<file path="src/rtl/uart_pkg.sv">
// Shared UART types and constants for the RX (and planned TX) datapath.
package uart_pkg;

   localparam int unsigned UART_DATA_BITS     = 8;
   localparam int unsigned DEFAULT_CLK_FREQ   = 100_000_000;
   localparam int unsigned DEFAULT_BAUD_RATE  = 115200;
   localparam int unsigned DEFAULT_OVERSAMPLE = 16;

   // PARITY is always encoded so the state type is identical across builds.
   typedef enum logic [2:0] {
      IDLE,
      START,
      DATA,
      PARITY,
      STOP
   } rx_state_t;

   function automatic logic even_parity(input logic [UART_DATA_BITS-1:0] data);
      return ^data;
   endfunction

endpackage

</file>
<file path="src/rtl/uart_baud_tick.sv">
// Oversampling tick generator: one-clock tick every TICK_DIV clocks, phase reset by clear.
module uart_baud_tick #(
   parameter int unsigned TICK_DIV = 54
) (
   input  logic clk,
   input  logic reset,
   input  logic clear,
   output logic tick
);

   localparam int unsigned CW = (TICK_DIV > 1) ? $clog2(TICK_DIV) : 1;
   localparam logic [CW-1:0] CNT_LAST = CW'(TICK_DIV - 1);

   logic [CW-1:0] cnt_q;
   logic [CW-1:0] cnt_d;

   always_comb begin
      tick  = ~clear & (cnt_q == CNT_LAST);
      cnt_d = cnt_q + CW'(1);
      if (clear || tick) begin
         cnt_d = '0;
      end
   end

   always_ff @(posedge clk) begin
      if (reset) begin
         cnt_q <= '0;
      end else begin
         cnt_q <= cnt_d;
      end
   end

endmodule

</file>
<file path="src/rtl/uart_rx_serial.sv">
// 8N1 UART receiver with 16x oversampling; rx_data holds the last good byte.
// Define UART_RX_PARITY_EN to insert an even-parity bit between data and stop.
module uart_rx_serial
   import uart_pkg::*;
#(
   parameter int unsigned CLK_FREQ   = DEFAULT_CLK_FREQ,
   parameter int unsigned BAUD_RATE  = DEFAULT_BAUD_RATE,
   parameter int unsigned OVERSAMPLE = DEFAULT_OVERSAMPLE,
   parameter int unsigned TICK_DIV   = CLK_FREQ / (BAUD_RATE * OVERSAMPLE)
) (
   input  logic                      clk,
   input  logic                      reset,
   input  logic                      rx,
   output logic [UART_DATA_BITS-1:0] rx_data,
   output logic                      rx_ready,
   output logic                      frame_error,
   output logic                      busy
);

   localparam int unsigned SCW = $clog2(OVERSAMPLE);
   localparam int unsigned BCW = $clog2(UART_DATA_BITS);
   localparam logic [SCW-1:0] SAMPLE_MID  = SCW'(OVERSAMPLE / 2 - 1);
   localparam logic [SCW-1:0] SAMPLE_LAST = SCW'(OVERSAMPLE - 1);
   localparam logic [BCW-1:0] BIT_LAST    = BCW'(UART_DATA_BITS - 1);

   logic rx_meta_q, rx_s_q, rx_prev_q;
   logic start_edge, tick, tick_clear, frame_ok;

   rx_state_t state_q, state_d;
   logic [SCW-1:0] sample_cnt_q, sample_cnt_d;
   logic [BCW-1:0] bit_cnt_q, bit_cnt_d;
   logic [UART_DATA_BITS-1:0] shift_q, shift_d;
   logic [UART_DATA_BITS-1:0] rx_data_q, rx_data_d;
   logic rx_ready_q, rx_ready_d;
   logic frame_error_q, frame_error_d;
`ifdef UART_RX_PARITY_EN
   logic parity_err_q, parity_err_d;
`endif

   // Requiring a registered high before the low keeps a stuck-low line from re-triggering.
   assign start_edge = rx_prev_q & ~rx_s_q;
   assign tick_clear = (state_q == IDLE);

   uart_baud_tick #(
      .TICK_DIV(TICK_DIV)
   ) u_baud_tick (
      .clk  (clk),
      .reset(reset),
      .clear(tick_clear),
      .tick (tick)
   );

   always_comb begin
      state_d       = state_q;
      sample_cnt_d  = sample_cnt_q;
      bit_cnt_d     = bit_cnt_q;
      shift_d       = shift_q;
      rx_data_d     = rx_data_q;
      rx_ready_d    = 1'b0;
      frame_error_d = 1'b0;
`ifdef UART_RX_PARITY_EN
      parity_err_d  = parity_err_q;
      frame_ok      = rx_s_q & ~parity_err_q;
`else
      frame_ok      = rx_s_q;
`endif

      unique case (state_q)
         IDLE: begin
            sample_cnt_d = '0;
            bit_cnt_d    = '0;
`ifdef UART_RX_PARITY_EN
            parity_err_d = 1'b0;
`endif
            if (start_edge) begin
               state_d = START;
            end
         end

         START: begin
            if (tick) begin
               if (sample_cnt_q == SAMPLE_MID) begin
                  sample_cnt_d = '0;
                  state_d      = rx_s_q ? IDLE : DATA;
               end else begin
                  sample_cnt_d = sample_cnt_q + SCW'(1);
               end
            end
         end

         // Sampling from the start-bit midpoint puts every later sample mid-bit.
         DATA: begin
            if (tick) begin
               if (sample_cnt_q == SAMPLE_LAST) begin
                  sample_cnt_d = '0;
                  shift_d      = {rx_s_q, shift_q[UART_DATA_BITS-1:1]};
                  if (bit_cnt_q == BIT_LAST) begin
                     bit_cnt_d = '0;
`ifdef UART_RX_PARITY_EN
                     state_d   = PARITY;
`else
                     state_d   = STOP;
`endif
                  end else begin
                     bit_cnt_d = bit_cnt_q + BCW'(1);
                  end
               end else begin
                  sample_cnt_d = sample_cnt_q + SCW'(1);
               end
            end
         end

`ifdef UART_RX_PARITY_EN
         PARITY: begin
            if (tick) begin
               if (sample_cnt_q == SAMPLE_LAST) begin
                  sample_cnt_d = '0;
                  parity_err_d = (even_parity(shift_q) != rx_s_q);
                  state_d      = STOP;
               end else begin
                  sample_cnt_d = sample_cnt_q + SCW'(1);
               end
            end
         end
`endif

         // Decide at mid-stop so a following start bit is never missed.
         STOP: begin
            if (tick) begin
               if (sample_cnt_q == SAMPLE_LAST) begin
                  sample_cnt_d = '0;
                  state_d      = IDLE;
                  if (frame_ok) begin
                     rx_data_d  = shift_q;
                     rx_ready_d = 1'b1;
                  end else begin
                     frame_error_d = 1'b1;
                  end
               end else begin
                  sample_cnt_d = sample_cnt_q + SCW'(1);
               end
            end
         end

         default: begin
            state_d = IDLE;
         end
      endcase
   end

   always_ff @(posedge clk) begin
      if (reset) begin
         rx_meta_q     <= 1'b1;
         rx_s_q        <= 1'b1;
         rx_prev_q     <= 1'b1;
         state_q       <= IDLE;
         sample_cnt_q  <= '0;
         bit_cnt_q     <= '0;
         shift_q       <= '0;
         rx_data_q     <= '0;
         rx_ready_q    <= 1'b0;
         frame_error_q <= 1'b0;
`ifdef UART_RX_PARITY_EN
         parity_err_q  <= 1'b0;
`endif
      end else begin
         rx_meta_q     <= rx;
         rx_s_q        <= rx_meta_q;
         rx_prev_q     <= rx_s_q;
         state_q       <= state_d;
         sample_cnt_q  <= sample_cnt_d;
         bit_cnt_q     <= bit_cnt_d;
         shift_q       <= shift_d;
         rx_data_q     <= rx_data_d;
         rx_ready_q    <= rx_ready_d;
         frame_error_q <= frame_error_d;
`ifdef UART_RX_PARITY_EN
         parity_err_q  <= parity_err_d;
`endif
      end
   end

   assign rx_data     = rx_data_q;
   assign rx_ready    = rx_ready_q;
   assign frame_error = frame_error_q;
   assign busy        = (state_q != IDLE);

endmodule

</file>
<file path="config.mk">
export PLATFORM = sky130hd
export DESIGN_NAME = uart_rx_serial
export DESIGN_NICKNAME = d
export VERILOG_FILES = /design/src/rtl/uart_pkg.sv /design/src/rtl/uart_baud_tick.sv /design/src/rtl/uart_rx_serial.sv
export SDC_FILE = /design/constraint.sdc
export NUM_CORES = 1
export LEC_CHECK = 0
export CORE_ASPECT_RATIO = 1.75
export CORE_MARGIN = 3
export CORE_UTILIZATION = 35
export CTS_BUF_LIST = sky130_fd_sc_hd__clkbuf_8
export DETAILED_ROUTE_END_ITERATION = 6
export PLACE_DENSITY = 0.58
export SYNTH_ARGS = -nofsm -noshare
export SYNTH_HDL_FRONTEND = slang
export SYNTH_SLANG_ARGS = --single-unit
</file>
<file path="constraint.sdc">
create_clock -name clk -period 2.7 [get_ports clk]
set_clock_uncertainty 0.15 [all_clocks]
set_input_delay 0.54 -clock clk [delete_from_list [all_inputs] [get_ports clk]]
set_output_delay 0.54 -clock clk [all_outputs]
set_load 0.01 [all_outputs]
</file>
==> impl_results.md <==
- Setup TNS: 0 ns
- Root buffer cell: clkbuf_8
- CTS tree: done
- Cells after Synth: roughly 170
- Final HPWL DP: 2230 um
- Mapped cell area: 1560 sq um
- Worst Path Buf+Inv: 2
- Ys async rst share: 0%
- Dominant cell type by area after synthesis: dfxtp_1
- Clock network fraction of total power: 42.9%
- Crit Path Max Fanout: 12
- Post-synthesis sequential area ratio: 47.6%
- Hold Fails Final Rpt: 0
- Antenna violations before repair: 0
- Worst Setup End Kind: primary output
- Worst path max stage delay: roughly 0.51 ns
- Startpoint Class: flop
- Sw Ratio: a little over a quarter
- WP depth: 3
- Vias per Instance: approximately 5.3
- FF-to-FF End: bit_cnt_q[1]
- Post-Syn Nets: between 150 and 200
- Count of pins over their slew limit: 0
- Drt total wl: between 3000 and 4000 um
- CTS sink cnt: 37
- Gpl congestion: approximately 0.85
- Post-route non-filler standard cell count: 230
- Worst EP required: 2.01 ns
- Post-CTS Setup Bufs: 0
- Top cell type's share of synthesized area: 47.6%
- Yosys reg bits: 37
- Ratio of cells with drive above 1 in the final layout: a little over a tenth
- Combinational power share: between 10% and 20%
- Final min period: 2.53 ns
- RSZ-0062 raised after global routing: no
- Final nets: around 190
- Maxcap violations: 0
- Crit path DAT: ~1.8 ns
- Hold_buf cts: 0
- P_leak: ~0.7 nW
- DRC viols: 0
- Crit. Startpoint: state_q[1]
- Grt ovf: 0
- I/O pin total: 14
- Worst-path cell chain: nor3_1 > inv_1 > clkdlybuf4s50_1
- Fmax: about 390 MHz
- Synth top area cells: dfxtp_1, mux2i_1, nor2_1
- Worst r2r src: state_q[1]
- Crit share post-route: ~94%
- P_sw: between 0.0003 and 0.0004 W
- Worst Reg2Reg Path Length in Cells: 5
- Cell with the most instances after synthesis: dfxtp_1
- Starting Density: 36.8%
- H-tree lvl count: 2
- Most used DFF post-synth: dfxtp_1
- Clk slew on worst S/H paths: 0.07 ns
- Slew margin rel.: 42.3%
- Rows: 31
- Antenna diode instance count: 0
- Hold/Removal Path Class: reg -> reg
- Post-synth cell types: 36
- # setup viols final: 0
- Post-route ant nets: 0
- Outcome: complete, no violations
- DP Cell Count: 222
- Die height: approximately 94 um
- PostCTS Resize Cnt: 0
- Synth-to-Final Area Change: 20.3%
- DRT iter0 DRCs: 12
- Vias in the first global route: around 1200
- Clock insertion delay at the later pin of the skew report: 0.29 ns
- Top delay family on crit path: buffers and inverters
- Post-synth top cells: dfxtp_1, nor2_1, mux2i_1
- Flop2flop setup slack: between 0.3 and 0.4 ns
- Power Density: a little over 700 nW/um^2
- Seq pwr share: 43.6%
- First-pass GRT wire length: 5250 um
- Synth warn: 0
- CP max stage cell: clkdlybuf4s50_1
- TritonCTS buffer count: 5
- First drt pass iteration count: 4
- Critical path capture point: busy
- Routed vias: around 1200
- Worst-case clock buffer depth: 2
- Chip width: between 50 and 60 um
- Routed length per placed instance: between 10 and 15 um
- IO Port Bufs: 13
- Core area: ~4200 sq um
- Pint: between 0.0009 and 0.001 W
- EDFF count, synth: 0
- Largest net degree at the start of global routing: 22
- DIE AREA: approximately 5300 sq um
- Peak supply drop: between 0.4 and 0.5 mV
- Avg Cell Area, Syn: 9.38 sq um
- Critical path class: reg -> out
- Measured slew at the worst slew-check pin: around 0.86 ns
- Combined global-route utilization of all metal layers: 12.6%
[placed cells by master, fill, tap and decap left out, drive strengths merged, types with 4 or more instances in the layout]
| cell | synthesis | routed |
|---|---|---|
| ha | 5 | 5 |
| clkdlybuf4s50 | 0 | 13 |
| nor2 | 30 | 30 |
| nand3 | 5 | 5 |
| o21ai | 4 | 4 |
| mux2i | 16 | 16 |
| clkbuf | 6 | 5 |
| dfxtp | 37 | 37 |
| a21oi | 5 | 5 |
| inv | 5 | 6 |
| or2 | 4 | 4 |
| buf | 4 | 4 |
| nand2 | 8 | 8 |
[cells by family (layout without fill, tap and decap cells)]
family | count (synthesis) | count (layout) | synth area share [%]
simple gates | 65 | 65 | 21.1
flops | 37 | 37 | 47.6
compound gates | 23 | 23 | 10.2
mux | 16 | 16 | 10.3
buf+inv | 15 | 30 | 3.94
fa+ha+maj | 5 | 5 | 4.02
xor+xnor | 5 | 5 | 2.81
[flip-flops by register name, indices dropped and copies added (netlist names)]
signal,flops
shift_q,8
rx_ready,1
bit_cnt_q,3
rx_meta_q,1
u_baud_tick.cnt_q,6
frame_error,1
state_q,3
frame_ok,1
rx_prev_q,1
rx_data,8
sample_cnt_q,4
[metal layers]
layer	share of wire [%]	GRT usage, %
met1	41	12.9
met5	0	0
met3	2.7	2.89
met4	3.3	7.72
met2	53	22.7
[metrics by stage]
| stage | util (%) | setup WS (ns) | area, sq um | total power, W | hold WS, ns |
|---|---|---|---|---|---|
| 2_1_floorplan | - | 0.738 | 1560 | 0.000728 | 0.239 |
| 3_3_place_gp | 41.0 | 0.543 | 1740 | 0.000775 | 0.242 |
| 3_5_place_dp | 41.0 | 0.401 | 1740 | 0.000785 | 0.243 |
| 4_1_cts | 44.3 | 0.152 | 1870 | 0.00137 | 0.262 |
| 5_1_grt | 44.3 | 0.0401 | 1870 | 0.00141 | 0.279 |
| 6_report | 44.3 | 0.168 | 1870 | 0.00135 | 0.260 |
[worst min-delay path by stage]
| stage | slack, ns | start | to | cells past startpoint |
|---|---|---|---|---|
| 2_1_floorplan | 0.24 | rx_meta_q | frame_ok | 1 |
| 3_3_place_gp | 0.24 | rx_meta_q | frame_ok | 1 |
| 3_5_place_dp | 0.24 | rx_meta_q | frame_ok | 1 |
| 4_1_cts | 0.26 | rx_meta_q | frame_ok | 1 |
| 5_1_grt | 0.28 | rx_meta_q | frame_ok | 1 |
| 6_report | 0.26 | rx_meta_q | frame_ok | 1 |
[cell type report]
| cell class | count | area (sq um) |
|---|---|---|
| well taps | 49 | 61.3 |
| clock buffers | 5 | 68.8 |
| fillers | 407 | 2350 |
| clock inverters | 3 | 68.8 |
| multi-input cells | 114 | 754 |
| flip-flops and latches | 37 | 741 |
| inverters | 5 | 18.8 |
| repair buffers | 17 | 160 |
[power by group through the flow]
stage / Clock [W] / Sequential [W] / Combinational (W)
2_1_floorplan: 0 / 0.000585 / 0.000143
3_3_place_gp: 0 / 0.000601 / 0.000174
3_5_place_dp: 0 / 0.000602 / 0.000183
4_1_cts: 0.000594 / 0.000590 / 0.000184
5_1_grt: 0.000613 / 0.000594 / 0.000203
6_report: 0.000579 / 0.000590 / 0.000182
Note: power is estimated with default switching activity, not from simulation.
